--- src/rtl/div_pkg.sv ---
// div_pkg: shared widths, FSM state encodings, saturation limits and
// magnitude helpers for the signed sequential divider.
// Helpers operate at XW bits. Callers sign-extend into that width and
// truncate the result back to their own width.
package div_pkg;

    localparam int unsigned DW_DEF = 16;
    localparam int unsigned XW     = 64;

    // FSM encodings
    localparam logic [2:0] S_IDLE = 3'd0;
    localparam logic [2:0] S_PREP = 3'd1;
    localparam logic [2:0] S_ITER = 3'd2;
    localparam logic [2:0] S_FIX  = 3'd3;
    localparam logic [2:0] S_HOLD = 3'd4;

    // Saturation constants at the default width
    localparam logic [DW_DEF-1:0] Q_MAX = {1'b0, {(DW_DEF-1){1'b1}}};
    localparam logic [DW_DEF-1:0] Q_MIN = {1'b1, {(DW_DEF-1){1'b0}}};

    // Largest positive signed value at width w, as an unsigned number
    function automatic logic [XW-1:0] sat_max(input int unsigned w);
        return (XW'(1) << (w - 1)) - XW'(1);
    endfunction

    // Magnitude of the most negative signed value at width w
    function automatic logic [XW-1:0] sat_min(input int unsigned w);
        return XW'(1) << (w - 1);
    endfunction

    function automatic logic [XW-1:0] negate(input logic [XW-1:0] x);
        return XW'(0) - x;
    endfunction

    // The argument is already sign-extended to XW.
    // The most negative value therefore never wraps.
    function automatic logic [XW-1:0] abs_val(input logic [XW-1:0] x);
        return x[XW-1] ? negate(x) : x;
    endfunction

endpackage

--- src/rtl/restoring_div_step.sv ---
// restoring_div_step: one combinational restoring-division step.
//   rem      in   DW    partial remainder, always < divisor
//   din      in   1     next dividend bit, shifted in at the LSB
//   divisor  in   DW    divisor magnitude
//   rem_next out  DW    updated partial remainder
//   qbit     out  1     quotient bit for this step
module restoring_div_step
    import div_pkg::*;
#(
    parameter int unsigned DW = DW_DEF
) (
    input  logic [DW-1:0] rem,
    input  logic          din,
    input  logic [DW-1:0] divisor,
    output logic [DW-1:0] rem_next,
    output logic          qbit
);

    // The shifted value is below 2*divisor, so DW+1 bits hold it.
    // The sign of the trial subtraction is therefore exact.
    logic [DW:0] shifted;
    logic [DW:0] trial;

    always_comb begin
        shifted  = {rem, din};
        trial    = shifted - {1'b0, divisor};
        qbit     = ~trial[DW];
        rem_next = qbit ? trial[DW-1:0] : shifted[DW-1:0];
    end

endmodule

--- src/rtl/signed_divider.sv ---
// signed_divider: divides a 2*DW-bit signed dividend by a DW-bit signed
// divisor. The quotient is truncated toward zero. The remainder takes
// the sign of the dividend. One quotient bit is produced per cycle.
//   CLK, RST             clock, synchronous active-high reset
//   enable               clock enable; when low, all state holds
//   in_valid/in_ready    handshake for A (2*DW bits) and B (DW bits)
//   out_valid/out_ready  handshake for Q, R, err_dz and err_ovf
// Build option: DIV_SATURATE_EN. When defined, an error saturates Q to
// the signed limit. When undefined, an error gives Q=0. R is 0 on any
// error in both builds.
module signed_divider
    import div_pkg::*;
#(
    parameter int unsigned DW = DW_DEF
) (
    input  logic            CLK,
    input  logic            RST,
    input  logic            enable,
    input  logic            in_valid,
    output logic            in_ready,
    input  logic [2*DW-1:0] A,
    input  logic [DW-1:0]   B,
    output logic            out_valid,
    input  logic            out_ready,
    output logic [DW-1:0]   Q,
    output logic [DW-1:0]   R,
    output logic            err_dz,
    output logic            err_ovf
);

    localparam int unsigned CW = $clog2(DW);

    logic [2:0]      state_q,   state_d;
    logic [CW-1:0]   cnt_q,     cnt_d;
    logic [2*DW-1:0] a_q,       a_d;
    logic [DW-1:0]   b_q,       b_d;
    logic            sign_q,    sign_d;
    logic [DW-1:0]   bmag_q,    bmag_d;
    logic [DW-1:0]   lo_q,      lo_d;
    logic [DW-1:0]   rem_q,     rem_d;
    logic [DW-1:0]   quot_q,    quot_d;
    logic            pdz_q,     pdz_d;
    logic            povf_q,    povf_d;
    logic            in_rdy_q,  in_rdy_d;
    logic            out_vld_q, out_vld_d;
    logic [DW-1:0]   q_q,       q_d;
    logic [DW-1:0]   r_q,       r_d;
    logic            dz_q,      dz_d;
    logic            ovf_q,     ovf_d;

    logic [2*DW-1:0] a_mag;
    logic [DW-1:0]   b_mag;
    logic [DW-1:0]   rem_next;
    logic            qbit;
    logic            ovf_now;
    logic            err;
`ifdef DIV_SATURATE_EN
    logic            sat_neg;
`endif

    // Single shared step, iterated by the FSM
    restoring_div_step #(.DW(DW)) u_step (
        .rem      (rem_q),
        .din      (lo_q[DW-1]),
        .divisor  (bmag_q),
        .rem_next (rem_next),
        .qbit     (qbit)
    );

    // Next-state and datapath logic
    always_comb begin
        state_d   = state_q;
        cnt_d     = cnt_q;
        a_d       = a_q;
        b_d       = b_q;
        sign_d    = sign_q;
        bmag_d    = bmag_q;
        lo_d      = lo_q;
        rem_d     = rem_q;
        quot_d    = quot_q;
        pdz_d     = pdz_q;
        povf_d    = povf_q;
        in_rdy_d  = in_rdy_q;
        out_vld_d = out_vld_q;
        q_d       = q_q;
        r_d       = r_q;
        dz_d      = dz_q;
        ovf_d     = ovf_q;
        a_mag     = (2*DW)'(abs_val(XW'(signed'(a_q))));
        b_mag     = DW'(abs_val(XW'(signed'(b_q))));
        ovf_now   = 1'b0;
        err       = 1'b0;
`ifdef DIV_SATURATE_EN
        sat_neg   = 1'b0;
`endif

        case (state_q)
            S_IDLE: begin
                if (in_valid && in_rdy_q) begin
                    a_d      = A;
                    b_d      = B;
                    sign_d   = A[2*DW-1] ^ B[DW-1];
                    in_rdy_d = 1'b0;
                    state_d  = S_PREP;
                end
            end
            S_PREP: begin
                bmag_d = b_mag;
                lo_d   = a_mag[DW-1:0];
                rem_d  = a_mag[2*DW-1:DW];
                quot_d = '0;
                pdz_d  = 1'b0;
                povf_d = 1'b0;
                if (b_q == '0) begin
                    pdz_d   = 1'b1;
                    state_d = S_FIX;
                end else if (a_mag[2*DW-1:DW] >= b_mag) begin
                    // The quotient needs more than DW bits
                    povf_d  = 1'b1;
                    state_d = S_FIX;
                end else begin
                    cnt_d   = CW'(DW - 1);
                    state_d = S_ITER;
                end
            end
            S_ITER: begin
                rem_d  = rem_next;
                quot_d = {quot_q[DW-2:0], qbit};
                lo_d   = {lo_q[DW-2:0], 1'b0};
                cnt_d  = cnt_q - CW'(1);
                if (cnt_q == '0) begin
                    state_d = S_FIX;
                end
            end
            S_FIX: begin
                // A negative result may reach one step further than a positive one
                ovf_now = sign_q ? (quot_q > DW'(sat_min(DW)))
                                 : (quot_q > DW'(sat_max(DW)));
                dz_d  = pdz_q;
                ovf_d = ~pdz_q & (povf_q | ovf_now);
                err   = pdz_q | povf_q | ovf_now;
                if (err) begin
`ifdef DIV_SATURATE_EN
                    // For divide by zero, the sign of A sets the saturation direction
                    sat_neg = pdz_q ? a_q[2*DW-1] : sign_q;
                    q_d     = sat_neg ? DW'(sat_min(DW)) : DW'(sat_max(DW));
`else
                    q_d     = '0;
`endif
                    r_d = '0;
                end else begin
                    q_d = sign_q      ? (DW'(0) - quot_q) : quot_q;
                    r_d = a_q[2*DW-1] ? (DW'(0) - rem_q)  : rem_q;
                end
                out_vld_d = 1'b1;
                state_d   = S_HOLD;
            end
            S_HOLD: begin
                if (out_ready) begin
                    out_vld_d = 1'b0;
                    in_rdy_d  = 1'b1;
                    state_d   = S_IDLE;
                end
            end
            default: begin
                state_d  = S_IDLE;
                in_rdy_d = 1'b1;
            end
        endcase
    end

    // State register
    always_ff @(posedge CLK) begin
        if (RST) begin
            state_q   <= S_IDLE;
            cnt_q     <= '0;
            a_q       <= '0;
            b_q       <= '0;
            sign_q    <= 1'b0;
            bmag_q    <= '0;
            lo_q      <= '0;
            rem_q     <= '0;
            quot_q    <= '0;
            pdz_q     <= 1'b0;
            povf_q    <= 1'b0;
            in_rdy_q  <= 1'b1;
            out_vld_q <= 1'b0;
            q_q       <= '0;
            r_q       <= '0;
            dz_q      <= 1'b0;
            ovf_q     <= 1'b0;
        end else if (enable) begin
            state_q   <= state_d;
            cnt_q     <= cnt_d;
            a_q       <= a_d;
            b_q       <= b_d;
            sign_q    <= sign_d;
            bmag_q    <= bmag_d;
            lo_q      <= lo_d;
            rem_q     <= rem_d;
            quot_q    <= quot_d;
            pdz_q     <= pdz_d;
            povf_q    <= povf_d;
            in_rdy_q  <= in_rdy_d;
            out_vld_q <= out_vld_d;
            q_q       <= q_d;
            r_q       <= r_d;
            dz_q      <= dz_d;
            ovf_q     <= ovf_d;
        end
    end

    assign in_ready  = in_rdy_q;
    assign out_valid = out_vld_q;
    assign Q         = q_q;
    assign R         = r_q;
    assign err_dz    = dz_q;
    assign err_ovf   = ovf_q;

endmodule

--- config.mk ---
export PLATFORM = sky130hd
export DESIGN_NAME = signed_divider
export DESIGN_NICKNAME = d
export VERILOG_FILES = /design/src/rtl/div_pkg.sv /design/src/rtl/restoring_div_step.sv /design/src/rtl/signed_divider.sv
export SDC_FILE = /design/constraint.sdc
export NUM_CORES = 1
export LEC_CHECK = 0
export ABC_AREA = 1
export BUFFER_PORTS_ARGS = -buffer_cell sky130_fd_sc_hd__buf_2
export CAP_MARGIN = 20
export CORE_MARGIN = 2
export CORE_UTILIZATION = 56
export CTS_BUF_LIST = sky130_fd_sc_hd__clkbuf_8
export DETAILED_ROUTE_END_ITERATION = 8
export GPL_TIMING_DRIVEN = 1
export MAX_ROUTING_LAYER = met4
export PLACE_DENSITY_LB_ADDON = 0.1
export SLEW_MARGIN = 30
export SYNTH_ARGS = -nofsm -noshare
export SYNTH_HDL_FRONTEND = slang
export SYNTH_SLANG_ARGS = --single-unit
--- constraint.sdc ---
create_clock -name CLK -period 2.3 [get_ports CLK]
set_input_delay 0.345 -clock CLK [delete_from_list [all_inputs] [get_ports CLK]]
set_output_delay 0.345 -clock CLK [all_outputs]
set_load 0.03 [all_outputs]
==> results of run 1 <==
## sequential cells by signal, summed over array words and instances (netlist names), 3 cells and up
name     flops
cnt_q        4
R           16
state_q      3
b_q         16
lo_q        16
Q           16
rem_q       16
bmag_q      16
quot_q      16
a_q         32
## cell usage after synthesis (13+ instances only)
cell type and count:
sky130_fd_sc_hd__a21oi_1 166, sky130_fd_sc_hd__buf_2 15, sky130_fd_sc_hd__clkbuf_1 44, sky130_fd_sc_hd__dfxtp_1 158, sky130_fd_sc_hd__ha_1 37, sky130_fd_sc_hd__inv_1 191, sky130_fd_sc_hd__nand2_1 360, sky130_fd_sc_hd__nand2_2 13
sky130_fd_sc_hd__nand3_1 95, sky130_fd_sc_hd__nand3_2 14, sky130_fd_sc_hd__nand4_1 27, sky130_fd_sc_hd__nor2_1 147, sky130_fd_sc_hd__o211ai_1 15, sky130_fd_sc_hd__o21ai_0 127, sky130_fd_sc_hd__xor2_1 30
## cell families (layout without fill, tap and decap cells)
kind of cell | after synthesis | count (layout) | share of synthesized area [%]
adder cells (fa/ha/maj) | 38 | 38 | 4.853
XOR/XNOR | 40 | 40 | 3.521
other | 0 | 1 | 0
AND/OR/NAND/NOR | 696 | 696 | 30.72
flip-flops | 158 | 158 | 31.79
AO/OA/AOI/OAI | 342 | 342 | 18.56
buffers and inverters | 264 | 483 | 10.56
## worst register-to-register path: stages, from the launching register on
cell and delay [ps]:
sky130_fd_sc_hd__dfxtp_1 350, sky130_fd_sc_hd__nor2_1 100, sky130_fd_sc_hd__nand4_1 140, sky130_fd_sc_hd__nor2_2 170, sky130_fd_sc_hd__nand4_1 140, sky130_fd_sc_hd__nand2_2 120, sky130_fd_sc_hd__buf_4 120, sky130_fd_sc_hd__xor2_2 160
sky130_fd_sc_hd__inv_1 100, sky130_fd_sc_hd__ha_4 250, sky130_fd_sc_hd__a21oi_1 170, sky130_fd_sc_hd__a21oi_2 90, sky130_fd_sc_hd__nor2_2 150, sky130_fd_sc_hd__nand2_4 80, sky130_fd_sc_hd__nand2_4 100, sky130_fd_sc_hd__nand3_2 100
sky130_fd_sc_hd__nand2_2 110, sky130_fd_sc_hd__a21oi_2 50
## path summary, 6_finish.rpt
check	start	endpoint	slack, ps	depth (start not counted)
max	b_q[4]	cnt_q[3]	-330	17
min	A[4]	a_q[4]	110	3
max reg2reg	b_q[4]	cnt_q[3]	-330	17
min reg2reg	R[9]	R[9]	460	2
## power groups by stage
stage          Clock, W  Combinational (W)  Sequential, W
2_1_floorplan         0            0.00387        0.00319
3_3_place_gp          0            0.00547        0.00320
3_5_place_dp          0            0.00558        0.00321
4_1_cts         0.00220            0.00578        0.00315
5_1_grt         0.00231            0.00683        0.00320
6_report        0.00219            0.00618        0.00318
## repair_timing
action / 4_1_cts / 5_1_grt
endpoints found under the setup margin: 15 / 22
pin swaps: 14 / 34
hold buffers: 0 / 0
gates resized for setup: 50 / 68
buffers inserted: 3 / 9
endpoints found under the hold margin: 0 / 0
gates cloned: 0 / 0
## per-stage QoR
stage	utilization, %	setup TNS [ps]	total power [W]
after floorplan	-	-12.25	0.007060
after global placement	67.16	-1447	0.008673
after detailed placement	67.16	-2006	0.008783
after CTS	70.76	-1256	0.01114
after global routing	72.57	-3337	0.01235
final	72.57	-1893	0.01155
## metal layers
metal	global-route usage (%)	vias to the layer above	part of all wire (%)
met1	42.53	4805	46
met4	9.278	0	1.9
met3	5.077	50	6.5
met5	-	-	0
met2	50.41	378	46
li1	-	5412	-
## layout make-up
| type | count | area (µm²) |
|---|---|---|
| Multi-Input combinational cell | 1116 | 6210 |
| Fill cell | 1503 | 4761 |
| Sequential cell | 158 | 3183 |
| Timing Repair Buffer | 254 | 1764 |
| Inverter | 198 | 745.7 |
| Tap cell | 225 | 281.5 |
| Clock buffer | 19 | 261.5 |
| Clock inverter | 12 | 147.6 |
| Antenna cell | 1 | 2.502 |
==> metrics.md, run 1 <==
| Metric | Value |
|---|---|
| Status | complete, but fails checks |
| Violations in the final reports | setup timing |
| Warnings, synthesis | 0 |
| Final critical delay including setup and external delays | roughly 2600 ps |
| Clock buffers created by TritonCTS | 17 |
| Cell Area, Synth | between 0.009 and 0.01 mm² |
| GRT overflow | 0 |
| Number of cells produced by synthesis | between 1,500 and 2,000 |
| Post-Syn Nets | 1,629 |
| Worst hold-check path type | primary input to flip-flop |
| Actual transition at the worst max-transition pin | 545.2 ps |
| Number of synthesized flops with an enable pin | 0 |
| FP Rows | 48 |
| Seq/Total Area, Yosys | 31.79% |
| Growth of design area from synthesis to finish | 26.58% |
| Setup crit end kind | flip-flop |
| Total wire length | 29,030 µm |
| First-pass GRT wire length | approximately 46,000 µm |
| Setup WS pre-CTS | -367.0 ps |
| Starting density of the core | 57.33% |
| Chip Width | 137.3 µm |
| Number of synthesized register bits | 158 |
| Synth unique cells | 45 |
| Areal power density over the cells | 917.1 mW/mm² |
| Maximum achievable frequency | 379.8 MHz |
| Post-layout instance count excluding filler cells | 1,983 |
| TritonCTS Sinks | 158 |
| Comb power frac | 53.5% |
| Vias in the first global route | 9,622 |
| Setup ws final | -333.2 ps |
| Number of nets with antenna violations after routing | 0 |
| Internal portion of total power | ~0.0065 W |
| Insertion delay of the later-clocked pin in the worst-skew pair | ~480 ps |
| Average wire length per cell after detail routing | 14.64 µm |
| Height of the chip | 137.3 µm |
| Boundary pin count | 89 |
| Cells along the critical path | nor2_1 -> nand4_1 -> nor2_2 -> nand4_1 -> nand2_2 -> buf_4 -> xor2_2 -> inv_1 -> ha_4 -> a21oi_1 -> a21oi_2 -> nor2_2 -> nand2_4 -> nand2_4 -> nand3_2 -> nand2_2 -> a21oi_2 |
| Power share of the clock group | between 10% and 20% |
| DP Wirelength | 21,720 µm |
| Leakage | 5.887 nW |
| Largest area contributor in the synthesized netlist | sky130_fd_sc_hd__dfxtp_1 |
| Crit Path Max Fanout | 7 |
| Maximum clock skew at final layout | ~23 ps |
| Max-slew violation total from the final report | 0 |
| Average size of a mapped cell | 6.470 µm² |
| Setup repair after global routing missed its margin | true |
| Top library cells by usage in the layout, fill and taps aside | sky130_fd_sc_hd__nand2_1, sky130_fd_sc_hd__inv_1, sky130_fd_sc_hd__a21oi_1 |
| Most used DFF post-synth | sky130_fd_sc_hd__dfxtp_1 |
| Number of buffers between clock root and the deepest sink | 2 |
| Switch share | 44.04% |
| Worst ir drop on vdd | 1.319 mV |
| Number of failing setup endpoints in the final timing report | 6 |
| Buffers plus inverters on the worst setup path | 2 |
| Share of flip-flops with an asynchronous set or reset | 0% |
| Total placed cells including tap cells | 1,939 |
| Post-Place Cell Area | 0.01166 mm² |
| Worst Setup Start Kind | flip-flop |
| Largest stage delay on the critical path | 350 ps |
| Data required time at the worst endpoint | around 2600 ps |
| Category of the critical setup timing path | flip-flop to flip-flop |
| Area inside the core boundary | 0.01736 mm² |
| Via density | approximately 5.4 |
| Cell area after layout | roughly 0.013 mm² |
| Share of final-layout standard cells stronger than drive strength 1 | between 20% and 30% |
| Clock transition at the registers of the reported paths | 100 ps |
| Maximum number of pins on one net before global-route repair | 85 |
| Worst hold slack | 107.9 ps |
| 1st-iter DRT viols | between 800 and 900 |
| Final period utilization | 114.5% |
| Most common library cell in the layout ignoring fill and taps | sky130_fd_sc_hd__nand2_1 |
| Total iterations of the first detailed-routing run | 7 |
| Total Die Area | 0.01885 mm² |
| Routability Congestion | 0.9555 |
| Switching power of the nets | 0.005088 W |
| Count of buffers inserted at the top-level ports | 88 |
| Fraction of synthesized cell area taken by the top area cell type | 31.79% |
| Number of endpoints with negative hold slack in the final report | 0 |
| Number of antenna violations at the first check in global routing | 1 |
| # Max-Cap Violations | 0 |
| Overall via count from detail_route | roughly 11,000 |
| Category of cells accounting for the largest share of critical-path delay | simple AND/OR/NAND/NOR gates |
| Worst EP arrival | roughly 3000 ps |
| Synth top area cells | sky130_fd_sc_hd__dfxtp_1, sky130_fd_sc_hd__nand2_1, sky130_fd_sc_hd__a21oi_1 |
| Slowest cell on the critical path | sky130_fd_sc_hd__dfxtp_1 |
| TritonCTS clock tree | built |
| Clock H-tree levels | 4 |
| Total global routing track utilization | 32.00% |
| Cell at the root of the clock tree | sky130_fd_sc_hd__clkbuf_8 |
| Number of nets in the layout | 1,836 |
| Reg power frac | 27.5% |
| Slew margin rel. | 63.60% |
| Total DRC errors in the routed layout | 0 |
Note: power is estimated with default switching activity, not from simulation.
==> inputs of run 2 (changes only) <==
- CORE_UTILIZATION: 56 -> 40
==> run 2 against run 1 <==
The flow still finishes with violations (setup timing). First-iteration DRC count fell by 9.1%. Fmax increased by 0.86%. Clock power decreased by 6%. Count of clock-buffer cells in the layout down 2. Core utilization down 19 points. Die area rose by 39%. Sequential power about the same. Power increased by 4.2%. Register-to-register slack improved by 20 ps. Wire length increased by 8.8%. Flip-flop and latch count did not move. Final cell count increased by 6.8%. Critical endpoint is now cnt_q[0]. Largest power group unchanged.
==> metrics.md, run 2 (same netlist as run 1, synthesis figures left out) <==
| Metric | Value |
|---|---|
| Final period utilization | 113.5% (-0.97 points) |
| Setup ws final | -310.8 ps (+22.34 ps) |
| Switch share | 44.57% (+0.53 points) |
| Areal power density over the cells | 926.7 mW/mm² (+1.0%) |
| Area inside the core boundary | 0.02439 mm² (+41%) |
| Average wire length per cell after detail routing | 14.92 µm (+1.9%) |
| Category of the critical setup timing path | flip-flop to flip-flop |
| FP Rows | 57 (+19%) |
| DP Wirelength | 23,910 µm (+10%) |
| Data required time at the worst endpoint | 2650 ps (about the same) |
| Number of nets with antenna violations after routing | 0 (unchanged) |
| Top library cells by usage in the layout, fill and taps aside | sky130_fd_sc_hd__nand2_1, sky130_fd_sc_hd__buf_4, sky130_fd_sc_hd__inv_1 |
| Total global routing track utilization | 24.89% (-7.1 points) |
| Area occupied by multi-input gates | 0.006237 mm² (+0.44%) |
| Height of the chip | 161.7 µm (+18%) |
| Max-slew violation total from the final report | 0 (unchanged) |
| Setup WS pre-CTS | -501.2 ps (-134.2 ps) |
| Switching power of the nets | 0.005363 W (+5.4%) |
| Via density | 4.953 (-7.7%) |
| Growth of design area from synthesis to finish | 30.49% |
| Setup repair after global routing missed its margin | true |
| FILL cells | 2,558 (+70%) |
| Count of buffers inserted at the top-level ports | 88 (unchanged) |
| Clock buffers created by TritonCTS | 17 (unchanged) |
| Worst hold-check path type | primary input to flip-flop |
| Total wire length | 31,590 µm (+8.8%) |
| Total iterations of the first detailed-routing run | 7 (unchanged) |
| Number of nets in the layout | 1,873 (+2.0%) |
| Comb power frac | 56.6% (+3.1 points) |
| Clock H-tree levels | 4 (unchanged) |
| Number of buffers between clock root and the deepest sink | 2 (unchanged) |
| Cell area after layout | 0.01299 mm² (+3.1%) |
| Maximum achievable frequency | 383.0 MHz (+0.86%) |
| # Max-Cap Violations | 0 (unchanged) |
| Total area of sequential cells | 0.003184 mm² (about the same) |
| Number of failing setup endpoints in the final timing report | 6 (unchanged) |
| TritonCTS clock tree | built |
| Power share of the clock group | 17.1% (-1.9 points) |
| Number of endpoints with negative hold slack in the final report | 0 (unchanged) |
| First-pass GRT wire length | 50,560 µm (+8.9%) |
| Overall via count from detail_route | 10,486 (-1.5%) |
| Slew margin rel. | 60.74% (-2.9 points) |
| Crit Path Max Fanout | 7 (unchanged) |
| Total Die Area | 0.02616 mm² (+39%) |
| Insertion delay of the later-clocked pin in the worst-skew pair | 460 ps (-20 ps) |
| Violations in the final reports | setup timing |
| 1st-iter DRT viols | 769 (-9.1%) |
| Post-Place Cell Area | 0.01201 mm² (+3.0%) |
| Worst ir drop on vdd | 0.5002 mV (-62%) |
| Routability Congestion | 0.9477 (-0.82%) |
| Boundary pin count | 89 (unchanged) |
| Leakage | 6.064 nW (+3.0%) |
| Status | complete, but fails checks |
| Total negative setup slack | -1596 ps (+297.7 ps) |
| TritonCTS Sinks | 158 (unchanged) |
| Most common library cell in the layout ignoring fill and taps | sky130_fd_sc_hd__nand2_1 |
| Flip-flop count of the largest register after layout | 32 (unchanged) |
| Maximum clock skew at final layout | 22.07 ps (-0.6197 ps) |
| Number of antenna violations at the first check in global routing | 0 (-1) |
| Reg power frac | 26.3% (-1.2 points) |
| Worst Setup Start Kind | flip-flop |
| Maximum number of pins on one net before global-route repair | 85 (unchanged) |
| Cell at the root of the clock tree | sky130_fd_sc_hd__clkbuf_8 |
| Starting density of the core | 40.80% (-17 points) |
| Worst hold slack | 123.2 ps (+15.26 ps) |
| Count of inserted antenna diode cells | 0 (-1) |
| Largest register by flop count | a_q |
| Worst EP arrival | 2960 ps (-20 ps) |
| Setup crit end kind | flip-flop |
| Actual transition at the worst max-transition pin | 588.0 ps (+42.81 ps) |
| Chip Width | 161.7 µm (+18%) |
| Internal portion of total power | 0.006670 W (+3.2%) |
| Clock transition at the registers of the reported paths | 100 ps (about the same) |
| Power Total | 0.01203 W (+4.2%) |
| Total DRC errors in the routed layout | 0 (unchanged) |
| Vias in the first global route | 9,808 (+1.9%) |
| Share of final-layout standard cells stronger than drive strength 1 | 26.72% (+1.2 points) |
| GRT overflow | 0 (unchanged) |
| Final critical delay including setup and external delays | 2611 ps (-22.34 ps) |
## run 2: power groups by stage
| stage | logic (W) | clock network, W | registers [W] |
|---|---|---|---|
| after floorplan | 0.00387 | 0 | 0.00319 |
| after global placement | 0.00587 | 0 | 0.00320 |
| after detailed placement | 0.00591 | 0 | 0.00321 |
| after CTS | 0.00629 | 0.00213 | 0.00315 |
| after global routing | 0.00753 | 0.00221 | 0.00320 |
| final | 0.00681 | 0.00206 | 0.00317 |
## run 2: per-stage QoR
stage	util, %	cells
after CTS	51.92	2108
final	53.24	2117
after global placement	49.24	2070
after floorplan	-	1538
after detailed placement	49.24	2070
after global routing	53.24	2117
## run 2: worst max-delay path, stage by stage, from the launching register on
cell and delay, ps:
sky130_fd_sc_hd__dfxtp_2 330, sky130_fd_sc_hd__inv_2 80, sky130_fd_sc_hd__ha_4 150, sky130_fd_sc_hd__nand3_4 90, sky130_fd_sc_hd__nor2_4 160, sky130_fd_sc_hd__nand3_4 110
sky130_fd_sc_hd__o21ai_4 190, sky130_fd_sc_hd__xnor2_2 140, sky130_fd_sc_hd__inv_1 100, sky130_fd_sc_hd__ha_4 270, sky130_fd_sc_hd__nand4_1 140, sky130_fd_sc_hd__nor2_1 130
sky130_fd_sc_hd__o21ai_1 70, sky130_fd_sc_hd__inv_1 60, sky130_fd_sc_hd__nand2_2 80, sky130_fd_sc_hd__nand2_4 100, sky130_fd_sc_hd__nand2_8 70, sky130_fd_sc_hd__a31oi_1 160
sky130_fd_sc_hd__nor2_1 60
## run 2: cell type report
cell class / count / area share, %
clock inverters: 13 / 1.002
clock buffers: 17 / 1.802
flip-flops and latches: 158 / 24.52
multi-input cells: 1117 / 48.03
well taps: 324 / 3.122
repair buffers: 290 / 15.79
inverters: 198 / 5.724
## run 2: worst paths after layout
kind,from,endpoint,slack (ps),cells after the start
worst max-delay path,b_q[1],cnt_q[0],-310,18
worst min-delay path,A[4],a_q[4],120,3
worst max register to register,b_q[1],cnt_q[0],-310,18
worst min register to register,Q[13],Q[13],470,2
## run 2: repair_timing
| item | CTS | global route |
|---|---|---|
| pin swaps | 30 | 44 |
| gates resized for setup | 60 | 60 |
| endpoints found under the setup margin | 22 | 23 |
| cloned | 0 | 1 |
| buffers inserted | 8 | 8 |
| hold buffers | 0 | 0 |
## run 2: per-layer routing
layer | global-route usage (%) | wire length [µm] | vias up
met1 | 33.25 | 15260 | 4762
met5 | - | 0 | -
met4 | 6.959 | 652 | 0
met3 | 3.447 | 1132 | 41
met2 | 39.63 | 14550 | 217
li1 | - | - | 5466
==> inputs of run 3 (changes only) <==
- CORE_UTILIZATION: 40 -> 29
==> run 3 against run 2 <==
Combinational power down 3.8%. Clock power up 12%. Flip-flop and latch count unchanged. First-iteration DRC count fell by 24%. Critical path depth did not move. Register-to-register slack barely moved. Via count barely moved. The run still ends with setup timing left. Final cell count up 5.7%. Global-route usage is 5.1 points lower.
==> metrics.md, run 3 (same netlist as run 1, synthesis figures left out) <==
| Metric | Value |
|---|---|
| Total Die Area | 0.03581 mm² (+37%) |
| Actual transition at the worst max-transition pin | 593.2 ps (+5.127 ps) |
| GRT overflow | 0 (unchanged) |
| Number of nets with antenna violations after routing | 0 (unchanged) |
| Count of inserted antenna diode cells | 0 (unchanged) |
| Total DRC errors in the routed layout | 0 (unchanged) |
| Total negative setup slack | -1673 ps (-77.72 ps) |
| Leakage | 6.039 nW (-0.41%) |
| Buffers plus inverters on the worst setup path | 1 (-2) |
| Post-layout instance count excluding filler cells | 2,238 (+5.7%) |
| Number of buffers between clock root and the deepest sink | 2 (unchanged) |
| Critical Path Most Common Cell | sky130_fd_sc_hd__nand4_1 |
| Cells on Worst Hold Path | 3 (unchanged) |
| Worst hold slack | 108.7 ps (-14.52 ps) |
| 1st-iter DRT viols | 582 (-24%) |
| Slowest cell on the critical path | sky130_fd_sc_hd__dfxtp_2 |
| Final period utilization | 113.2% (-0.35 points) |
| Crit. path cell count | 18 (unchanged) |
| Overall via count from detail_route | 10,485 (-0.0095%) |
| Cells along the critical path | nor2_1 -> nand4_1 -> nor2_2 -> nand4_1 -> nand2_2 -> o211ai_1 -> and2_4 -> ha_4 -> nand4_1 -> nor2_1 -> o21ai_1 -> inv_1 -> nand2_2 -> nand2_4 -> nand2_4 -> nand3_2 -> nand2_1 -> a21oi_1 |
| Crit Path Max Fanout | 7 (unchanged) |
| Number of antenna violations at the first check in global routing | 0 (unchanged) |
| Insertion delay of the later-clocked pin in the worst-skew pair | 490 ps (+30 ps) |
| Chip Width | 189.2 µm (+17%) |
| Most common library cell in the layout ignoring fill and taps | sky130_fd_sc_hd__nand2_1 |
| Clock H-tree levels | 4 (unchanged) |
| Worst hold-check path type | primary input to flip-flop |
| Average wire length per cell after detail routing | 15.15 µm (+1.5%) |
| Clock transition at the registers of the reported paths | 90 ps (about the same) |
| Setup crit end kind | flip-flop |
| Maximum achievable frequency | 384.2 MHz (+0.31%) |
| Growth of design area from synthesis to finish | 30.91% |
| Share of final-layout standard cells stronger than drive strength 1 | 25.81% (-0.90 points) |
| Count of hold-fix buffers inserted at cts | 0 (unchanged) |
| First-pass GRT wire length | 54,010 µm (+6.8%) |
| Total wire length | 33,900 µm (+7.3%) |
| Category of the critical setup timing path | flip-flop to flip-flop |
| Status | complete, but fails checks |
| Setup WS pre-CTS | -505.6 ps (-4.366 ps) |
| Data required time at the worst endpoint | 2730 ps (+80 ps) |
| Setup ws final | -302.8 ps (+7.997 ps) |
| FP Rows | 67 (+18%) |
| Worst R2R Path Depth | 18 (unchanged) |
| TritonCTS Sinks | 158 (unchanged) |
| Slew margin rel. | 60.40% (-0.34 points) |
| Violations in the final reports | setup timing |
| Internal reg-to-reg setup slack | -300 ps (about the same) |
| Maximum number of pins on one net before global-route repair | 85 (unchanged) |
| Total placed cells including tap cells | 2,182 (+5.4%) |
| Largest register by flop count | a_q |
| Flip-flop count of the largest register after layout | 32 (unchanged) |
| Final critical delay including setup and external delays | 2603 ps (-7.997 ps) |
| Total global routing track utilization | 19.74% (-5.1 points) |
| Area inside the core boundary | 0.03370 mm² (+38%) |
| Total iterations of the first detailed-routing run | 5 (-2) |
| Starting density of the core | 29.53% (-11 points) |
| Worst Setup Start Kind | flip-flop |
| Vias in the first global route | 10,034 (+2.3%) |
| Via density | 4.685 (-5.4%) |
| Cell at the root of the clock tree | sky130_fd_sc_hd__clkbuf_8 |
| Setup repair after global routing missed its margin | true |
| Height of the chip | 189.2 µm (+17%) |
| Number of nets in the layout | 1,868 (-0.27%) |
| Category of cells accounting for the largest share of critical-path delay | simple AND/OR/NAND/NOR gates |
| Max-slew violation total from the final report | 0 (unchanged) |
| Worst ir drop on vdd | 0.4157 mV (-17%) |
| Top library cells by usage in the layout, fill and taps aside | sky130_fd_sc_hd__nand2_1, sky130_fd_sc_hd__buf_4, sky130_fd_sc_hd__inv_1 |
| DP Wirelength | 26,050 µm (+8.9%) |
| Maximum clock skew at final layout | 15.60 ps (-6.468 ps) |
| Worst EP arrival | 3030 ps (+70 ps) |
| FILL cells | 3,692 (+44%) |
| Boundary pin count | 89 (unchanged) |
| Count of buffers inserted at the top-level ports | 88 (unchanged) |
| Areal power density over the cells | 921.8 mW/mm² (-0.52%) |
| Routability Congestion | 0.9171 (-3.2%) |
| # Max-Cap Violations | 0 (unchanged) |
| TritonCTS clock tree | built |
| Number of endpoints with negative hold slack in the final report | 0 (unchanged) |
| Number of failing setup endpoints in the final timing report | 6 (unchanged) |
| Largest stage delay on the critical path | 330 ps (about the same) |
| Clock buffers created by TritonCTS | 17 (unchanged) |
[run 3: cell count changes in the layout (fill, tap and decap cells not counted), sizes merged]
cell	change
buf	-5
inv	-4
clkbuf	+2
clkinvlp	+1
clkinv	+1
bufinv	+2
[run 3: layer usage]
metal  vias to the layer above  GRT usage, %  wire length, µm
li1                       5465             -                -
met1                      4819         26.29            16770
met2                       166         31.14            15380
met3                        35         2.817             1049
met4                         0         5.725              698
met5                         -             -                0
[run 3: worst register-to-register path, cell delays in order (launching register included)]
cell                       delay [ps]
sky130_fd_sc_hd__dfxtp_2          330
sky130_fd_sc_hd__nor2_1           100
sky130_fd_sc_hd__nand4_1          150
sky130_fd_sc_hd__nor2_2           160
sky130_fd_sc_hd__nand4_1          160
sky130_fd_sc_hd__nand2_2          140
sky130_fd_sc_hd__o211ai_1         150
sky130_fd_sc_hd__and2_4           220
sky130_fd_sc_hd__ha_4             260
sky130_fd_sc_hd__nand4_1          100
sky130_fd_sc_hd__nor2_1           130
sky130_fd_sc_hd__o21ai_1           80
sky130_fd_sc_hd__inv_1             60
sky130_fd_sc_hd__nand2_2           90
sky130_fd_sc_hd__nand2_4           90
sky130_fd_sc_hd__nand2_4           70
sky130_fd_sc_hd__nand3_2           90
sky130_fd_sc_hd__nand2_1           60
sky130_fd_sc_hd__a21oi_1          110
[run 3: per-stage QoR]
stage / total power [W] / utilization (%) / instance area [µm²]
detailed placement: 0.009238 / 35.87 / 12090
CTS: 0.01186 / 37.88 / 12760
finish: 0.01201 / 38.65 / 13030
floorplan: 0.007060 / - / 10020
global placement: 0.009253 / 35.87 / 12090
global route: 0.01295 / 38.65 / 13030
[run 3: report_power, final]
part | switching, W | internal, W | total (W)
clock | 0.00116 | 0.00113 | 0.00230
sequential | 0.000194 | 0.00297 | 0.00316
combinational | 0.00391 | 0.00265 | 0.00655
total | 0.00526 | 0.00675 | 0.0120
[run 3: final timing paths]
kind               start  endpoint
setup / recovery  b_q[3]  cnt_q[3]
hold / removal     B[14]   b_q[14]
setup reg to reg  b_q[3]  cnt_q[3]
hold reg to reg    Q[13]     Q[13]
[run 3: layout make-up]
| cell class | instances | area (µm²) | area share [%] |
|---|---|---|---|
| clock buffers | 19 | 261.5 | 2.008 |
| clock inverters | 13 | 165.2 | 1.268 |
| inverters | 198 | 749.5 | 5.754 |
| multi-input cells | 1117 | 6098 | 46.82 |
| flip-flops and latches | 158 | 3177 | 24.39 |
| well taps | 448 | 560.5 | 4.303 |
| repair buffers | 285 | 2014 | 15.46 |
[run 3: timing repair]
item / 4_1_cts / 5_1_grt
buffers inserted: 14 / 14
endpoints found under the setup margin: 23 / 27
gates cloned: 1 / 0
gates resized for setup: 38 / 51
pin swaps: 17 / 28
